<file path="src/rtl/win3x3_valid_gen_pkg.sv">
// Shared definitions for the 3x3 window valid generator: padded-width table, FSM states, tap count.
package win3x3_valid_gen_pkg;

  localparam int WIN_TAPS = 9;

  typedef enum logic {
    IDLE = 1'b0,
    RUN  = 1'b1
  } state_e;

  // Padded line width per select code; codes 6 and 7 are unused.
  function automatic logic [8:0] sel_to_wp(input logic [2:0] sel);
    logic [8:0] wp;
    case (sel)
      3'd0:    wp = 9'd16;
      3'd1:    wp = 9'd30;
      3'd2:    wp = 9'd58;
      3'd3:    wp = 9'd114;
      3'd4:    wp = 9'd226;
      3'd5:    wp = 9'd450;
      default: wp = 9'd0;
    endcase
    return wp;
  endfunction

  function automatic logic sel_legal(input logic [2:0] sel);
    return sel < 3'd6;
  endfunction

endpackage

</file>
<file path="src/rtl/win3x3_valid_gen_if.sv">
// Window stream interface between the line buffer / producer and the valid generator.
// Optional coordinate outputs exist only when WIN_COORD_OUT_EN is defined.
interface win3x3_valid_gen_if
  import win3x3_valid_gen_pkg::*;
#(
  parameter int DW    = 8,
  parameter int CNT_W = 9
);
  // Handshake: no backpressure. frame_start is a one-cycle pulse aligned with padded pixel (0,0);
  // win_valid qualifies win_out in the same cycle, win_last only ever rises together with win_valid.
  logic [2:0]             sel;
  logic                   stride2;
  logic                   frame_start;
  logic [WIN_TAPS*DW-1:0] win_in;
  logic [WIN_TAPS*DW-1:0] win_out;
  logic                   win_valid;
  logic                   win_last;
  logic                   frame_done;
  logic                   busy;
  state_e                 state_dbg;
  logic [CNT_W-1:0]       wp_dbg;
`ifdef WIN_COORD_OUT_EN
  logic [CNT_W-1:0]       win_row;
  logic [CNT_W-1:0]       win_col;

  modport master (output sel, stride2, frame_start, win_in,
                  input  win_out, win_valid, win_last, frame_done, busy, state_dbg, wp_dbg,
                         win_row, win_col);
  modport slave  (input  sel, stride2, frame_start, win_in,
                  output win_out, win_valid, win_last, frame_done, busy, state_dbg, wp_dbg,
                         win_row, win_col);
`else
  modport master (output sel, stride2, frame_start, win_in,
                  input  win_out, win_valid, win_last, frame_done, busy, state_dbg, wp_dbg);
  modport slave  (input  sel, stride2, frame_start, win_in,
                  output win_out, win_valid, win_last, frame_done, busy, state_dbg, wp_dbg);
`endif
endinterface

</file>
<file path="src/rtl/win3x3_valid_gen_win_pos_cnt.sv">
// Column/row position of the padded pixel currently on the line buffer input.
// load places the counter on pixel (0,1) because pixel (0,0) is consumed in the load cycle.
module win_pos_cnt #(
  parameter int CNT_W = 9
) (
  input  logic             clk,
  input  logic             rst_n,
  input  logic             load,
  input  logic             en,
  input  logic [CNT_W-1:0] wp,
  output logic [CNT_W-1:0] col,
  output logic [CNT_W-1:0] row,
  output logic             last_pix
);

  logic col_end;

  assign col_end  = (col == wp - CNT_W'(1));
  assign last_pix = col_end && (row == wp - CNT_W'(1));

  always_ff @(posedge clk or negedge rst_n) begin
    if (!rst_n) begin
      col <= '0;
      row <= '0;
    end else if (load) begin
      col <= CNT_W'(1);
      row <= '0;
    end else if (en) begin
      if (col_end) begin
        col <= '0;
        row <= last_pix ? '0 : row + CNT_W'(1);
      end else begin
        col <= col + CNT_W'(1);
      end
    end
  end

endmodule

</file>
<file path="src/rtl/win3x3_valid_gen.sv">
// Marks real 3x3 convolution windows in the line-buffer output stream (stride 1 or 2).
// Define WIN_COORD_OUT_EN to add output-grid coordinates win_row/win_col.
module win3x3_valid_gen
  import win3x3_valid_gen_pkg::*;
#(
  parameter int DW    = 8,
  parameter int CNT_W = 9
) (
  input logic                clk,
  input logic                rst_n,
  win3x3_valid_gen_if.slave  bus
);

  localparam logic [CNT_W-1:0] TWO = CNT_W'(2);

  state_e                 state;
  logic [CNT_W-1:0]       wp_q;
  logic                   s2_q;
  logic [CNT_W-1:0]       col;
  logic [CNT_W-1:0]       row;
  logic                   last_pix;
  logic                   start;
  logic                   run;
  logic                   pix_ok;
  logic                   at_final;
  logic                   qual;
  logic                   tag_last;
  logic                   q1_valid;
  logic                   q1_last;
  logic [WIN_TAPS*DW-1:0] win_q;
  logic                   valid_q;
  logic                   last_q;
  logic                   done_q;

  assign start = bus.frame_start && sel_legal(bus.sel);
  assign run   = (state == RUN);

  win_pos_cnt #(.CNT_W(CNT_W)) u_pos (
    .clk      (clk),
    .rst_n    (rst_n),
    .load     (start),
    .en       (run),
    .wp       (wp_q),
    .col      (col),
    .row      (row),
    .last_pix (last_pix)
  );

  assign pix_ok = (row >= TWO) && (col >= TWO) && (!s2_q || (!row[0] && !col[0]));
  // With stride 2 the corner pixel is off-grid, so the last window is the last even/even pixel.
  assign at_final = s2_q ? ((row == wp_q - TWO) && (col == wp_q - TWO)) : last_pix;
  // In a restart cycle the input pixel belongs to the new frame; only a coinciding final pixel counts.
  assign qual     = run && pix_ok && (!start || last_pix);
  assign tag_last = qual && at_final;

  always_ff @(posedge clk or negedge rst_n) begin
    if (!rst_n) begin
      state <= IDLE;
      wp_q  <= '0;
      s2_q  <= 1'b0;
    end else if (start) begin
      state <= RUN;
      wp_q  <= CNT_W'(sel_to_wp(bus.sel));
      s2_q  <= bus.stride2;
    end else if (run && last_pix) begin
      state <= IDLE;
    end
  end

  always_ff @(posedge clk or negedge rst_n) begin
    if (!rst_n) begin
      q1_valid <= 1'b0;
      q1_last  <= 1'b0;
      valid_q  <= 1'b0;
      last_q   <= 1'b0;
      done_q   <= 1'b0;
      win_q    <= '0;
    end else begin
      q1_valid <= qual;
      q1_last  <= tag_last;
      valid_q  <= q1_valid;
      last_q   <= q1_last;
      done_q   <= last_q;
      win_q    <= bus.win_in;
    end
  end

  assign bus.win_out    = win_q;
  assign bus.win_valid  = valid_q;
  assign bus.win_last   = last_q;
  assign bus.frame_done = done_q;
  assign bus.busy       = run;
  assign bus.state_dbg  = state;
  assign bus.wp_dbg     = wp_q;

`ifdef WIN_COORD_OUT_EN
  logic [CNT_W-1:0] g_row;
  logic [CNT_W-1:0] g_col;
  logic [CNT_W-1:0] q1_row;
  logic [CNT_W-1:0] q1_col;
  logic [CNT_W-1:0] row_q;
  logic [CNT_W-1:0] col_q;

  assign g_row = s2_q ? ((row - TWO) >> 1) : (row - TWO);
  assign g_col = s2_q ? ((col - TWO) >> 1) : (col - TWO);

  always_ff @(posedge clk or negedge rst_n) begin
    if (!rst_n) begin
      q1_row <= '0;
      q1_col <= '0;
      row_q  <= '0;
      col_q  <= '0;
    end else begin
      q1_row <= g_row;
      q1_col <= g_col;
      row_q  <= q1_row;
      col_q  <= q1_col;
    end
  end

  assign bus.win_row = row_q;
  assign bus.win_col = col_q;
`endif

endmodule
</file>
<file path="src/flat_wrapper.sv">
// flat-port wrapper written by rule: the top's interface ports become plain ports
module win3x3_valid_gen_flat import win3x3_valid_gen_pkg::*;
#(
  parameter int DW    = 8,
  parameter int CNT_W = 9
)
  (clk, rst_n, bus_sel, bus_stride2, bus_frame_start, bus_win_in, bus_win_out, bus_win_valid, bus_win_last, bus_frame_done, bus_busy, bus_state_dbg, bus_wp_dbg);
  win3x3_valid_gen_if #(.DW(DW), .CNT_W(CNT_W)) bus_i ();
  input logic clk;
  input logic rst_n;
  input wire logic [$bits(bus_i.sel)-1:0] bus_sel;
  input wire logic [$bits(bus_i.stride2)-1:0] bus_stride2;
  input wire logic [$bits(bus_i.frame_start)-1:0] bus_frame_start;
  input wire logic [$bits(bus_i.win_in)-1:0] bus_win_in;
  output wire logic [$bits(bus_i.win_out)-1:0] bus_win_out;
  output wire logic [$bits(bus_i.win_valid)-1:0] bus_win_valid;
  output wire logic [$bits(bus_i.win_last)-1:0] bus_win_last;
  output wire logic [$bits(bus_i.frame_done)-1:0] bus_frame_done;
  output wire logic [$bits(bus_i.busy)-1:0] bus_busy;
  output wire logic [$bits(bus_i.state_dbg)-1:0] bus_state_dbg;
  output wire logic [$bits(bus_i.wp_dbg)-1:0] bus_wp_dbg;
  assign bus_i.sel = bus_sel;
  assign bus_i.stride2 = bus_stride2;
  assign bus_i.frame_start = bus_frame_start;
  assign bus_i.win_in = bus_win_in;
  assign bus_win_out = bus_i.win_out;
  assign bus_win_valid = bus_i.win_valid;
  assign bus_win_last = bus_i.win_last;
  assign bus_frame_done = bus_i.frame_done;
  assign bus_busy = bus_i.busy;
  assign bus_state_dbg = bus_i.state_dbg;
  assign bus_wp_dbg = bus_i.wp_dbg;
  win3x3_valid_gen #(.DW(DW), .CNT_W(CNT_W)) u_core (.clk(clk), .rst_n(rst_n), .bus(bus_i));
endmodule
</file>
<file path="config.mk">
export PLATFORM = sky130hd
export DESIGN_NAME = win3x3_valid_gen_flat
export DESIGN_NICKNAME = d
export VERILOG_FILES = /design/src/rtl/win3x3_valid_gen_pkg.sv /design/src/rtl/win3x3_valid_gen_if.sv /design/src/rtl/win3x3_valid_gen_win_pos_cnt.sv /design/src/rtl/win3x3_valid_gen.sv /design/src/flat_wrapper.sv
export SDC_FILE = /design/constraint.sdc
export NUM_CORES = 1
export LEC_CHECK = 0
export BUFFER_PORTS_ARGS = -buffer_cell sky130_fd_sc_hd__clkbuf_2
export CAP_MARGIN = 20
export CORE_MARGIN = 8
export CORE_UTILIZATION = 30
export CTS_BUF_LIST = sky130_fd_sc_hd__clkbuf_4
export CTS_CLUSTER_DIAMETER = 150
export DETAILED_ROUTE_END_ITERATION = 12
export PLACE_DENSITY = 0.56
export SYNTH_ARGS = -nofsm -noshare
export SYNTH_HDL_FRONTEND = slang
export SYNTH_SLANG_ARGS = --single-unit
</file>
<file path="constraint.sdc">
create_clock -name clk -period 2.58 [get_ports clk]
set_input_delay 0.774 -clock clk [delete_from_list [all_inputs] [get_ports clk]]
set_output_delay 0.774 -clock clk [all_outputs]
set_load 0.005 [all_outputs]
</file>
; Word-level counts from Yosys, hierarchy flattened
; Index checks and enable logic that the tools add are counted.
[classes]
n_eq_ne = 9
n_addsub = 4
order_cmp = 3
n_mux = 11
reduce_logical = 21
[ops]
columns = operator, count
row1 = $mux 9, 7
row2 = $pmux 9 s6, 1
row3 = $eq 9x9->1, 4
row4 = $add 9x1->9 const B, 2
row5 = $ge 9x2->1 const B, 2
row6 = $logic_and 1x1->1, 10
row7 = $sub 9x1->9 const B, 1
row8 = $sub 9x2->9 const B, 1
row9 = $eq 3x2->1 const B, 2
row10 = $eq 3x3->1 const B, 2
row11 = $reduce_bool 2->1, 3
row12 = $logic_not 1->1, 4
row13 = $eq 3x1->1 const B, 1
row14 = $logic_not 3->1, 1
row15 = $lt 3x3->1 const B, 1
row16 = $mux 1, 3
row17 = $logic_or 1x1->1, 2
row18 = $reduce_and 2->1, 1
[totals]
regBits = 106
in_bits = 79
out_inout_bits = 86
wordCells = 59

; Logic depth before layout (Yosys ltp)
[depth]
word_depth = 7
mapped_depth = 10

; Modules after synthesis
; A second synthesis with hierarchy kept.
[unflattened]
cells_unflattened = 343
area_unflattened_um2 = 4284.1
[modules_own_cells]
columns = mod, n_inst, area_each_um2, cells_per_inst
row1 = win3x3_valid_gen, 1, 2735.1, 176
row2 = win_pos_cnt, 1, 1549.0, 167

; Worst setup path after synthesis
; OpenSTA, ideal clock, no wires.
[synth_path]
kind = flip-flop to flip-flop
start = register u_core.wp_q[1] (netlist: u_core.bus.wp_dbg[1])
end = register u_core.u_pos.row[5]
arrival_time_ps = 2445
setup_slack_ps = 29
path_stages_with_launch = 10
path_buffers = 0
t_required_ps = 2473
period_less_slack_ps = 2551
path_cell_list = dfrtp_1 inv_1 ha_1 nor3b_2 xnor2_1 a311o_1 and4bb_4 and3_4 mux2_4 a2111oi_4
[synth_via]
elab_chain_cells = 7
word_cells_on_any_way = 10
[synth_rtl]
columns = item, line_no
row1 = "start, declared", win3x3_valid_gen.sv:17  ; logic [CNT_W-1:0] wp_q;
row2 = "start signal, assigned", win3x3_valid_gen.sv:63  ; wp_q <= CNT_W'(sel_to_wp(bus.sel));
row3 = $sub 9x1->9 (*), "win3x3_valid_gen_win_pos_cnt.sv:18, win3x3_valid_gen_win_pos_cnt.sv:19"
row4 = $eq 9x9->1 (on tied branches), "win3x3_valid_gen_win_pos_cnt.sv:18, win3x3_valid_gen_win_pos_cnt.sv:19"
row5 = $logic_and 1x1->1, win3x3_valid_gen_win_pos_cnt.sv:19  ; assign last_pix = col_end && (row == wp - CNT_W'(1));
row6 = $mux 9, win3x3_valid_gen_win_pos_cnt.sv:31  ; row <= last_pix ? '0 : row + CNT_W'(1);
row7 = $mux 9, win3x3_valid_gen_win_pos_cnt.sv:29  ; if (col_end) begin
row8 = $mux 9, win3x3_valid_gen_win_pos_cnt.sv:28  ; end else if (en) begin
row9 = $mux 9, win3x3_valid_gen_win_pos_cnt.sv:25  ; end else if (load) begin
row10 = "end signal, assigned", win3x3_valid_gen_win_pos_cnt.sv:31
row11 = "end, declared", win3x3_valid_gen_win_pos_cnt.sv:12  ; output logic [CNT_W-1:0] row,
; Mark *: on every way between the ends. The rest lies on a longest branch, timed or not. The select of a mux whose other input is x is not followed.
; A chain may end at the register's enable or synchronous reset.

; Final worst setup path
[layout_path]
start = register u_core.wp_q[3] (netlist: u_core.bus.wp_dbg[3])
end = register u_core.u_pos.row[8]
; Same word-level chain as after synthesis.

==> impl_metrics.ini <==
[run_status]
status = finished clean

[synth]
synth_cell_types = 52
synth_area_leaders = dfrtp_1, xor2_1, xnor2_1, nand2_1, nor2_1
synth.avg_cell_area_sq_um = 13.14
yosys.area.top_type_share = 0.6667
synth_nets = 384
synth_area_leader_cell = dfrtp_1
post-synth-top-count-cell = dfrtp_1
ys_async_sr_fraction = 1.000
synth_ff_type = dfrtp_1
yosys_register_bits = 105
synth_edf_count = 0
synth_common_cells = dfrtp_1, nand2_1, nor2_1
synth_area_sq_mm = 0.003941
yosysSeqAreaShare = 0.6667
yosysWarnings = 0
syn_inst = 300

[cells_and_area]
area_delta_synth_final_pct = 33.40
final_cells = 665
design_area_sq_mm = 0.005258
drive_gt1_frac = 0.4397
nNetsFinal = 568
diodes = 0

[timing]
slew_headroom = 0.3214
clock.fmax_ghz = 0.4123
drv_slew = 0
worstMarginPinSlew_ns = 1.017
fin_setup_tns_ns = 0
finalCriticalPeriod_ns = 2.425
timing.final.ws_setup_ns = 0.1548
hold_viol_final = 0
skew_ns = 0.01304
period_share = 0.9400
setup-violations-final = 0

[cts]
cts_tree = built
cts_hold_buffers = 0
clockRootBuffer = clkbuf_4
cts_buffers = 9
cts_max_level = 3
clock_latency_ns = 0.45
clk_path_buf_depth = 2
clk_pin_slew_ns = 0.17
cts.sinks = 105

[drt]
drtPass1Iterations = 4
antenna_left = 0
drc = 0
vias = 2951
viasPerCell = 4.438
routed_wirelength_mm = 10.88
post_drt_wl_per_cell_um = 16.35
drtIter0Drc = 116

[global_route]
first_global_vias = 2940
met1_usage = 0.1458
antenna_found_initial = 0
use_met2 = 0.2001
busiest_layer = met2
use_met3 = 0.04992
grt_first_pass_wirelength_mm = 15.83
grt_max_degree = 47
gr-total-overflow = 0
grt_usage = 0.1225

[setup_path]
cp_max_fo = 10
rr_startpoint = u_core.bus.wp_dbg[3]
worstPathRequired_ns = 2.94
r2r_slack_ns = 0.15
end_kind = register
rr_endpoint = u_core.u_pos.row[8]
reg2reg_depth = 8
startpoint_type = register
cp_top_family = simple AND/OR/NAND/NOR gates
crit_buf_inv = 1
critPathSlowestCell = dfrtp_2
worstSetupPathType = reg -> reg
crit_chain = nor3_4, and3_1, xnor3_1, and4bb_4, and3_4, buf_4, and3_1, nor4_1
cpPeakStageDelay_ns = 0.52
critPathArrivalTime_ns = 2.79
cp-startpoint = u_core.bus.wp_dbg[3]
cp.depth = 8
cpMostUsedCell = and3_1

[job]
cap_violations = 0

[placement]
io_buffers = 163
dpl_cell_area_sq_mm = 0.005027
dp_hpwl_mm = 8.792
dp.cells = 643
place.gp.congestion = 0.8380
post-place-ws_ns = 0.008830

[die]
start_util = 0.3024
core_sq_mm = 0.01303
chipWidth_um = 130.6
die_h_um = 130.6
io_pins = 165
fp-row-count = 42
die-area_sq_mm = 0.01706

[pwr]
power_mw = 3.181
p_leak_nw = 2.607
power_density_mw_per_mm2 = 604.9
vdd_ir_drop_max_v = 0.0002379

[hold_path]
hold_class = in -> async
[metrics by stage]
stage	utilization	hold slack (ns)
after CTS	0.3988	0.1837
after global placement	0.3858	0.3392
after global routing	0.4034	0.1899
final	0.4034	0.2235
after detailed placement	0.3858	0.3411
after floorplan	-	0.3312
[metal layers]
metal / vias up / share of wire
met5: - / 0
met4: 0 / 0.0091
met3: 7 / 0.12
met2: 131 / 0.46
met1: 1420 / 0.41
li1: 1393 / -
[layout make-up]
type	instances	area, sq um
clock buffer	9	67.56
clock inverter	7	92.59
fill	1271	7775
inverter	8	30.03
multi-input combinational	177	1237
sequential	105	2629
tap	176	220.2
timing repair buffer	183	980.9
[where the power goes]
group	switching [mW]	internal [mW]
combinational	0.223	0.240
sequential	0.0869	1.74
clock	0.571	0.323
[layout by cell type, fill, tap and decap left out, types with 5 or more instances in the layout]
cell type  synthesis  routed
xnor2_1           12      12
clkbuf_2           0     162
nor2_1            21      21
nor4_1             5       5
o21ai_0           11      11
and3_1            11      11
buf_4              2      20
inv_1              8       6
dfrtp_1          105     104
xor2_1            13      13
nand2_1           25      25
clkbuf_4           0       9
nand4_1            6       6
a21oi_1           13      13
nand3_1            6       6
[cells by family (layout without fill, tap and decap cells)]
family / Yosys count / count (layout) / synth area share
flops: 105 / 105 / 0.6667
simple gates: 103 / 103 / 0.1483
compound gates: 38 / 38 / 0.06349
xor+xnor: 28 / 28 / 0.07301
buf+inv: 18 / 207 / 0.02540
fa+ha+maj: 5 / 5 / 0.01587
mux: 2 / 2 / 0.006348
other cells: 1 / 1 / 0.0009515
[sequential cells by signal, indices dropped and copies added (netlist names)]
signal / flops
u_core.bus.busy: 1
u_core.bus.frame_done: 1
u_core.bus.win_last: 1
u_core.bus.win_out: 72
u_core.bus.win_valid: 1
u_core.bus.wp_dbg: 8
u_core.q1_last: 1
u_core.q1_valid: 1
u_core.s2_q: 1
u_core.u_pos.col: 9
u_core.u_pos.row: 9
[worst max-delay path by stage]
| stage | endpoint |
|---|---|
| floorplan | u_core.u_pos.row[5] |
| global placement | u_core.u_pos.row[5] |
| detailed placement | u_core.u_pos.row[5] |
| CTS | u_core.u_pos.row[5] |
| global route | u_core.u_pos.row[8] |
| finish | u_core.u_pos.row[8] |
[repair_timing]
action	4_1_cts	5_1_grt
pin swaps	0	5
resized for setup	3	4
setup buffers	0	6
endpoints found under the setup margin	1	5
Power figures use the tool's default switching activity.
